--- src/rtl/ps2_pkg.sv ---
// Shared types and helpers for the PS/2 host transmit path.
package ps2_pkg;

    typedef enum logic [2:0] {
        S_IDLE,
        S_INHIBIT,
        S_START,
        S_SEND,
        S_ACK,
        S_WAIT_IDLE,
        S_ERROR
    } ps2_state_e;

    localparam logic [1:0] ERR_NONE     = 2'b00;
    localparam logic [1:0] ERR_START_TO = 2'b01;
    localparam logic [1:0] ERR_PKT_TO   = 2'b10;
    localparam logic [1:0] ERR_NO_ACK   = 2'b11;

    function automatic int unsigned us_to_cycles(input longint unsigned clk_freq,
                                                 input longint unsigned us);
        return 32'((clk_freq / 64'd1_000_000) * us);
    endfunction

endpackage

--- src/rtl/ps2_edge_filter.sv ---
// PS/2 pin conditioning: 2-FF synchronizers, a run-length clock filter and
// a one-cycle strobe on each accepted falling edge of the filtered clock.
module ps2_edge_filter #(
    parameter int FILTER_LEN = 8
) (
    input  logic clk,
    input  logic reset,
    input  logic clk_i,
    input  logic dat_i,
    output logic clk_o,
    output logic dat_o,
    output logic fall_o
);

    localparam int CNT_W = $clog2(FILTER_LEN + 1);

    logic [1:0]       csync_q;
    logic [1:0]       dsync_q;
    logic             flt_q, flt_d;
    logic             fall_q, fall_d;
    logic [CNT_W-1:0] cnt_q, cnt_d;

    // A new level is accepted only after FILTER_LEN consecutive samples disagree
    // with the current filtered level; any agreeing sample restarts the run.
    always_comb begin
        cnt_d  = '0;
        flt_d  = flt_q;
        fall_d = 1'b0;
        if (csync_q[1] != flt_q) begin
            if (cnt_q == CNT_W'(FILTER_LEN - 1)) begin
                flt_d  = csync_q[1];
                fall_d = ~csync_q[1];
            end else begin
                cnt_d = cnt_q + 1'b1;
            end
        end
    end

    always_ff @(posedge clk or posedge reset) begin
        if (reset) begin
            csync_q <= 2'b11;
            dsync_q <= 2'b11;
            flt_q   <= 1'b1;
            cnt_q   <= '0;
            fall_q  <= 1'b0;
        end else begin
            csync_q <= {csync_q[0], clk_i};
            dsync_q <= {dsync_q[0], dat_i};
            flt_q   <= flt_d;
            cnt_q   <= cnt_d;
            fall_q  <= fall_d;
        end
    end

    assign clk_o  = flt_q;
    assign dat_o  = dsync_q[1];
    assign fall_o = fall_q;

endmodule

--- src/rtl/ps2_host_tx.sv ---
// PS/2 host-to-device command transmitter. The pad ring turns the oe outputs
// into open-drain drivers: pin = oe ? 0 : 'z.
module ps2_host_tx
    import ps2_pkg::*;
#(
    parameter int CLK_FREQ          = 50_000_000,
    parameter int INHIBIT_US        = 100,
    parameter int START_TIMEOUT_US  = 15000,
    parameter int PACKET_TIMEOUT_US = 2000,
    parameter int FILTER_LEN        = 8
) (
    input  logic       clk,
    input  logic       reset,
    input  logic [7:0] tx_data,
    input  logic       tx_valid,
    output logic       tx_ready,
    output logic       tx_done,
    output logic       tx_error,
    output logic [1:0] err_code,
    input  logic       ps2_clk_in,
    input  logic       ps2_dat_in,
    output logic       ps2_clk_oe,
    output logic       ps2_dat_oe
);

    localparam int unsigned INH_CYC   = us_to_cycles(64'(CLK_FREQ), 64'(INHIBIT_US));
    localparam int unsigned START_CYC = us_to_cycles(64'(CLK_FREQ), 64'(START_TIMEOUT_US));
    localparam int unsigned PKT_CYC   = us_to_cycles(64'(CLK_FREQ), 64'(PACKET_TIMEOUT_US));
    localparam int unsigned MAX_A     = (INH_CYC > START_CYC) ? INH_CYC : START_CYC;
    localparam int unsigned MAX_CYC   = (MAX_A > PKT_CYC) ? MAX_A : PKT_CYC;
    localparam int          TMR_W     = $clog2(MAX_CYC + 1);

    ps2_state_e       state_q, state_d;
    logic [8:0]       shreg_q, shreg_d;
    logic [3:0]       bit_q, bit_d;
    logic [TMR_W-1:0] tmr_q, tmr_d;
    logic [TMR_W-1:0] pkt_q, pkt_d;
    logic [1:0]       err_q, err_d;

    logic clk_f, dat_s, fall;
    logic pkt_exp;

    ps2_edge_filter #(
        .FILTER_LEN(FILTER_LEN)
    ) u_filt (
        .clk   (clk),
        .reset (reset),
        .clk_i (ps2_clk_in),
        .dat_i (ps2_dat_in),
        .clk_o (clk_f),
        .dat_o (dat_s),
        .fall_o(fall)
    );

    assign pkt_exp  = (pkt_q == TMR_W'(PKT_CYC - 1));
    assign err_code = err_q;

    always_comb begin
        state_d    = state_q;
        shreg_d    = shreg_q;
        bit_d      = bit_q;
        tmr_d      = tmr_q;
        pkt_d      = pkt_q;
        err_d      = err_q;
        tx_ready   = 1'b0;
        tx_done    = 1'b0;
        tx_error   = 1'b0;
        ps2_clk_oe = 1'b0;
        ps2_dat_oe = 1'b0;
        unique case (state_q)
            S_IDLE: begin
                tx_ready = 1'b1;
                if (tx_valid) begin
                    shreg_d = {~^tx_data, tx_data};
                    err_d   = ERR_NONE;
                    tmr_d   = '0;
                    state_d = S_INHIBIT;
                end
            end
            S_INHIBIT: begin
                ps2_clk_oe = 1'b1;
                if (tmr_q == TMR_W'(INH_CYC - 1)) begin
                    tmr_d   = '0;
                    state_d = S_START;
                end else begin
                    tmr_d = tmr_q + 1'b1;
                end
            end
            S_START: begin
                ps2_dat_oe = 1'b1;
                if (tmr_q == TMR_W'(START_CYC - 1)) begin
                    err_d   = ERR_START_TO;
                    state_d = S_ERROR;
                end else if (fall) begin
                    bit_d   = '0;
                    pkt_d   = '0;
                    state_d = S_SEND;
                end else begin
                    tmr_d = tmr_q + 1'b1;
                end
            end
            // shreg_q[0] is the bit on the wire; ones shift in so the stop bit
            // (released line) follows the parity bit naturally.
            S_SEND: begin
                ps2_dat_oe = ~shreg_q[0];
                pkt_d      = pkt_q + 1'b1;
                if (pkt_exp) begin
                    err_d   = ERR_PKT_TO;
                    state_d = S_ERROR;
                end else if (fall) begin
                    shreg_d = {1'b1, shreg_q[8:1]};
                    bit_d   = bit_q + 1'b1;
                    if (bit_q == 4'd8) state_d = S_ACK;
                end
            end
            S_ACK: begin
                pkt_d = pkt_q + 1'b1;
                if (pkt_exp) begin
                    err_d   = ERR_PKT_TO;
                    state_d = S_ERROR;
                end else if (fall) begin
                    if (!dat_s) begin
                        state_d = S_WAIT_IDLE;
                    end else begin
                        err_d   = ERR_NO_ACK;
                        state_d = S_ERROR;
                    end
                end
            end
            S_WAIT_IDLE: begin
                pkt_d = pkt_q + 1'b1;
                if (pkt_exp) begin
                    err_d   = ERR_PKT_TO;
                    state_d = S_ERROR;
                end else if (clk_f && dat_s) begin
                    tx_done = 1'b1;
                    state_d = S_IDLE;
                end
            end
            S_ERROR: begin
                tx_error = 1'b1;
                state_d  = S_IDLE;
            end
            default: state_d = S_IDLE;
        endcase
    end

    always_ff @(posedge clk or posedge reset) begin
        if (reset) begin
            state_q <= S_IDLE;
            shreg_q <= '1;
            bit_q   <= '0;
            tmr_q   <= '0;
            pkt_q   <= '0;
            err_q   <= ERR_NONE;
        end else begin
            state_q <= state_d;
            shreg_q <= shreg_d;
            bit_q   <= bit_d;
            tmr_q   <= tmr_d;
            pkt_q   <= pkt_d;
            err_q   <= err_d;
        end
    end

endmodule
--- config.mk ---
export PLATFORM = sky130hd
export DESIGN_NAME = ps2_host_tx
export DESIGN_NICKNAME = d
export VERILOG_FILES = /design/src/rtl/ps2_pkg.sv /design/src/rtl/ps2_edge_filter.sv /design/src/rtl/ps2_host_tx.sv
export SDC_FILE = /design/constraint.sdc
export NUM_CORES = 1
export LEC_CHECK = 0
export CAP_MARGIN = 10
export CORE_MARGIN = 1.5
export CORE_UTILIZATION = 35
export CTS_CLUSTER_SIZE = 24
export DETAILED_ROUTE_END_ITERATION = 10
export GPL_TIMING_DRIVEN = 0
export SLEW_MARGIN = 20
export SYNTH_ARGS = -nofsm -noshare
export SYNTH_HDL_FRONTEND = slang
export SYNTH_SLANG_ARGS = --single-unit
--- constraint.sdc ---
create_clock -name clk -period 2.4 [get_ports clk]
set_input_delay 0.24 -clock clk [delete_from_list [all_inputs] [get_ports clk]]
set_output_delay 0.24 -clock clk [all_outputs]
set_load 0.1 [all_outputs]
==> flow_summary.ini, run 1 <==
[timing]
tightest_slew_ns = 0.976
fin_skew_ns = 0.00946
drv_slew = 0
finalCritPeriodShare_pct = 94.2
hold_ws_ns = 0.207
slew_headroom_pct = 34.7
grt_setup_unrepaired = false
hold_viol = 0
fmax_ghz = 0.442
period_needed_ns = 2.26
setup_viol = 0

[global_route]
grt_pass1_vias = 2888
track_usage_pct = 15.1
grt_max_degree = 47
grt_pass1_wl_um = 13600
grt-ovfl-total = 0
antenna_found_initial = 0

[critical_path]
r2r_slack_ns = 0.39
worst_path_dominant_cell_family = simple AND/OR/NAND/NOR gates
worstSetupPathType = reg2out
slowest_stage = dfrtp_1
cp-start-kind = register
worst-endpoint-required_ns = 2.16
reg2reg_depth = 6
cp.depth = 7
worst-path-buf-inv = 2
path_cells = nor4bb_1 -> nand4_1 -> or2_1 -> buf_6 -> nand2_1 -> nor3_2 -> buf_6
crit_fanout = 14
arrival_ns = 2.02
end_kind = primary output
cp_slowest_stage_delay_ns = 0.43
path_common_cell = buf_6

[pwr]
power_frac_seq_pct = 37.3
power_leakage_uw = 0.00181
p_switching_uw = 1770
combPwrFrac_pct = 41.9
ir_drop_v = 0.000730
power_density_nw_per_um2 = 972
switching_share_pct = 41.6
p_int_uw = 2490
clockPowerShare_pct = 20.8

[clock_network]
clk_latency_ns = 0.34
cts_inserted_buffers = 9
htree_levels = 3
clockRootBuffer = clkbuf_8
cts_max_path_buffers = 2
hold_buffers = 0
cts_sinks = 68
path_clk_slew_ns = 0.08
tritoncts = done

[floorplanning]
ioPinCount = 20
die_w_um = 106
dieArea_um2 = 11300
die_y_um = 106
rows = 37
start_util_pct = 36.2
coreArea_um2 = 10300

[yosys]
synth_warnings = 0
ys_seq_elements = 68
yosys.area.top_type = dfrtp_1
ys_seq_area_share_pct = 46.0
syn-cell-area_um2 = 3740
netlist.area_leader.share_pct = 36.2
synthCells = 384
synthFlopType = dfrtp_1
async_flop_share_pct = 100
synth_nets = 402
ys_types = 60
synthTopCellsByArea = dfrtp_1 36%, dfstp_2 9.8%, nor2_1 5.6%
syn-mean-instance-area_um2 = 9.73
synth_edf_count = 0

[drt]
vias = 2917
drt-total-wl_um = 7800
drt-initial-drc-count = 77
drc = 0
drtPass1Iterations = 5
wl_per_cell_um = 13.9
antenna_left = 0
via_per_inst = 5.20

[placement]
io_buffers = 19
placed_area_um2 = 4150
dp_hpwl_um = 5410
place_congestion = 0.881

[finish]
nNetsFinal = 438
layout_common_cells = 56 x nor2_1, 53 x dfrtp_1, 25 x nand2_1
area_growth_pct = 17.4
layout_commonest_cell = nor2_1
final_area_um2 = 4390
diodes = 0
drive_above_1_share_pct = 18.4

[run]
max-cap-violations = 0

[outcome]
status = finished clean

[hold_path]
min_path_type = in2async
per-stage QoR:
stage / total power, uW / util (%) / setup WS (ns) / TNS (ns) / cells
3_3_place_gp: 3350 / 39.9 / -0.770 / -43.71 / 539
2_1_floorplan: 2990 / - / -0.266 / -0.273 / 384
5_1_grt: 4550 / 42.5 / 0.0325 / 0 / 561
6_report: 4260 / 42.5 / 0.139 / 0 / 561
4_1_cts: 4300 / 42.1 / -0.0395 / -0.0395 / 556
3_5_place_dp: 3390 / 40.2 / -0.566 / -0.812 / 540
repair_timing:
| item | in CTS | in global routing |
|---|---|---|
| pin swaps | 1 | 2 |
| gates resized for setup | 19 | 8 |
| buffers inserted | 0 | 6 |
| setup endpoints to repair | 5 | 2 |
flip-flops by register name, indices dropped and copies added, names as in the netlist:
register,count
u_filt.cnt_q,4
u_filt.fall_o,1
err_code,2
u_filt.clk_o,1
shreg_q,9
tmr_q,20
u_filt.dsync_q,2
u_filt.csync_q,2
bit_q,4
state_q,3
pkt_q,20
logic make-up after synthesis:
family                   Yosys count  share of synthesized area, %
AND/OR/NAND/NOR                  167                          24.2
flip-flops                        68                          46.0
AO/OA/AOI/OAI                     64                          11.5
XOR/XNOR                          40                          9.37
buffers and inverters             29                          4.25
multiplexers                      11                          3.01
adder cells (fa/ha/maj)            5                          1.67
worst paths after layout:
check | startpoint | end
setup / recovery | pkt_q[6] | tx_done
setup reg to reg | tmr_q[6] | tmr_q[4]
hold reg to reg | u_filt.dsync_q[0] | u_filt.dsync_q[1]
max in group asynchronous | reset | shreg_q[0]
min in group clk | ps2_dat_in | u_filt.dsync_q[0]
hold / removal | reset | pkt_q[11]
cell type report:
cell class                 count  area (um^2)
clock buffer                  14          173
sequential                    68         1720
timing repair buffer          26          263
fill                        1013         5940
multi-input combinational    287         1890
inverter                      14         55.1
tap                          136          170
clock inverter                 2         10.0
buffer                        14          101
cell usage after synthesis (2+ instances only):
| cell | n |
|---|---|
| o211ai_1 | 4 |
| nand4_1 | 15 |
| nand3b_1 | 2 |
| o31ai_1 | 3 |
| nor3_1 | 7 |
| nand2_1 | 25 |
| nor3_4 | 2 |
| nor2_1 | 56 |
| a31oi_1 | 6 |
| a21oi_2 | 2 |
| nor4bb_1 | 2 |
| and2_1 | 4 |
| o22ai_1 | 2 |
| nand2_2 | 2 |
| or3_1 | 2 |
| and4_1 | 2 |
| mux2_2 | 2 |
| and4b_1 | 2 |
| inv_1 | 13 |
| a21oi_1 | 18 |
| o21ai_2 | 2 |
| clkbuf_1 | 4 |
| buf_6 | 5 |
| xnor2_1 | 17 |
| nor2b_1 | 2 |
| nand3_1 | 22 |
| nor3b_1 | 4 |
| o21ai_0 | 12 |
| xor2_1 | 23 |
| dfstp_2 | 14 |
| buf_2 | 4 |
| and3_1 | 4 |
| a211oi_1 | 2 |
| buf_4 | 2 |
| ha_1 | 5 |
| a41oi_1 | 2 |
| mux2i_1 | 9 |
| nor4_1 | 5 |
| dfrtp_1 | 54 |
power groups by stage:
stage / Clock [uW] / Sequential, uW / Combinational, uW
CTS: 920 / 1590 / 1780
global placement: 0 / 1600 / 1740
floorplan: 0 / 1670 / 1320
detailed placement: 0 / 1610 / 1780
finish: 888 / 1590 / 1790
global route: 969 / 1630 / 1950
routing by layer:
| layer | up-vias | routed length [um] | GRT usage [%] |
|---|---|---|---|
| met5 | - | 0 | 0 |
| met4 | 0 | 167 | 6.85 |
| met3 | 16 | 206 | 3.31 |
| met2 | 56 | 3650 | 23.8 |
| met1 | 1422 | 3770 | 19.7 |
| li1 | 1423 | - | - |
worst reg2reg max path: stages (launching register included):
cell	delay [ns]
dfrtp_1	0.44
nor4b_1	0.36
and4_2	0.34
a21boi_2	0.11
nor3_4	0.40
buf_6	0.20
nor2_1	0.05
(Power assumes the default switching activity.)
==> inputs of run 2 (changes only) <==
--- a/config.mk
+++ b/config.mk
@@ -5,7 +5,6 @@
 export SDC_FILE = /design/constraint.sdc
 export NUM_CORES = 1
 export LEC_CHECK = 0
-export CAP_MARGIN = 10
 export CORE_MARGIN = 1.5
 export CORE_UTILIZATION = 35
 export CTS_CLUSTER_SIZE = 24
==> constraint.sdc (replaced) <==
create_clock -name clk -period 2.4 [get_ports clk]
set_input_delay 0.24 -clock clk [delete_from_list [all_inputs] [get_ports clk]]
set_output_delay 0.24 -clock clk [all_outputs]
set_load 0.01 [all_outputs]
==> flow_summary.ini, run 2 (synthesized netlist as in run 1, its figures left out) <==
[critical_path]
worst-endpoint-required_ns = 2.16
worst-path-buf-inv = 3
cp-start-kind = register
end_kind = primary output
worstSetupPathType = reg2out
reg2reg_depth = 6
cp.depth = 4
slowest_stage = clkdlybuf4s50_1
arrival_ns = 2.02
path_cells = buf_4 -> clkbuf_1 -> nor3_1 -> clkdlybuf4s50_1
worst_path_dominant_cell_family = buffers and inverters
crit_fanout = 10
cp_slowest_stage_delay_ns = 0.57

[pwr]
total_power_uw = 3900
power_leakage_uw = 0.00179
power_density_nw_per_um2 = 897
ir_drop_v = 0.000487

[drt]
drt-total-wl_um = 7780
via_per_inst = 5.10
drc = 0
wl_per_cell_um = 13.9
drt-initial-drc-count = 139
drtPass1Iterations = 5
vias = 2853
antenna_left = 0

[floorplanning]
dieArea_um2 = 11300
die_w_um = 106
start_util_pct = 36.2
die_y_um = 106
coreArea_um2 = 10300
rows = 37
ioPinCount = 20

[global_route]
grt_max_degree = 36
antenna_found_initial = 0
grt_pass1_wl_um = 13500
track_usage_pct = 15.2
grt_pass1_vias = 2793
grt-ovfl-total = 0

[timing]
drv_slew = 0
tightest_slew_ns = 0.515
fmax_ghz = 0.443
slew_headroom_pct = 65.3
finalCritPeriodShare_pct = 94.1
grt_setup_unrepaired = true
setup_viol = 0
fin_skew_ns = 0.00977
period_needed_ns = 2.26
hold_ws_ns = 0.243
fin_tns_setup_ns = 0
hold_viol = 0

[outcome]
status = finished clean

[finish]
layout_common_cells = 56 x nor2_1, 53 x dfrtp_1, 25 x nand2_1
layout_commonest_cell = nor2_1
diodes = 0
drive_above_1_share_pct = 16.5
n_fill_cell = 1038
area_growth_pct = 16.2
nNetsFinal = 436
reg_top3 = pkt_q: 20 flops, tmr_q: 20 flops, shreg_q: 9 flops

[clock_network]
htree_levels = 3
cts_max_path_buffers = 2
tritoncts = done
clk_latency_ns = 0.35
cts_inserted_buffers = 9
clockRootBuffer = clkbuf_8
hold_buffers = 0
cts_sinks = 68
path_clk_slew_ns = 0.07

[placement]
dp_hpwl_um = 5390
io_buffers = 19
place_congestion = 0.854

[hold_path]
min_path_type = in2async

[run]
max-cap-violations = 0
## run 2: final cells by class
class                           count  area, um^2  share of cell area, %
Clock inverter                      4        25.0                  0.576
Clock buffer                       12         145                   3.34
Tap cell                          136         170                   3.92
Sequential cell                    68        1720                   39.6
Buffer                             15         109                   2.51
Multi-Input combinational cell    287        1890                   43.5
Timing Repair Buffer               23         228                   5.24
Inverter                           14        55.1                   1.27
## run 2: worst paths after layout
check | from | end | slack (ns)
hold / removal | reset | u_filt.cnt_q[3] | 0.24
hold reg to reg | u_filt.dsync_q[0] | u_filt.dsync_q[1] | 0.36
setup reg to reg | tmr_q[6] | tmr_q[8] | 0.33
setup / recovery | state_q[0] | tx_error | 0.14
max in group asynchronous | reset | pkt_q[11] | 1.61
min in group clk | ps2_clk_in | u_filt.csync_q[0] | 0.30
## run 2: timing repair
action | 4_1_cts | 5_1_grt
gates resized for setup | 5 | 5
buffers inserted | 3 | 0
pin swaps | 2 | 1
cloned | 0 | 0
endpoints found under the setup margin | 1 | 3
## run 2: layer usage
metal  GRT usage, %  wire length (um)  up-vias
met4           8.49               210        0
met1           20.5              3850     1360
met5              0                 0        -
met2           23.2              3500       57
li1               -                 -     1420
met3           2.21               224       16
## run 2: report_power, final
group / switching (uW) / internal [uW]
logic: 860 / 612
clock network: 432 / 400
registers: 176 / 1420
## run 2: per-stage QoR
step,std cells,setup WS [ns],instance area [um^2],util [%]
2_1_floorplan,384,0.472,3740,-
3_3_place_gp,539,-0.728,4100,39.7
3_5_place_dp,540,0.0889,4120,39.9
4_1_cts,559,0.0270,4330,41.9
5_1_grt,559,-0.00577,4340,42.1
6_report,559,0.142,4340,42.1
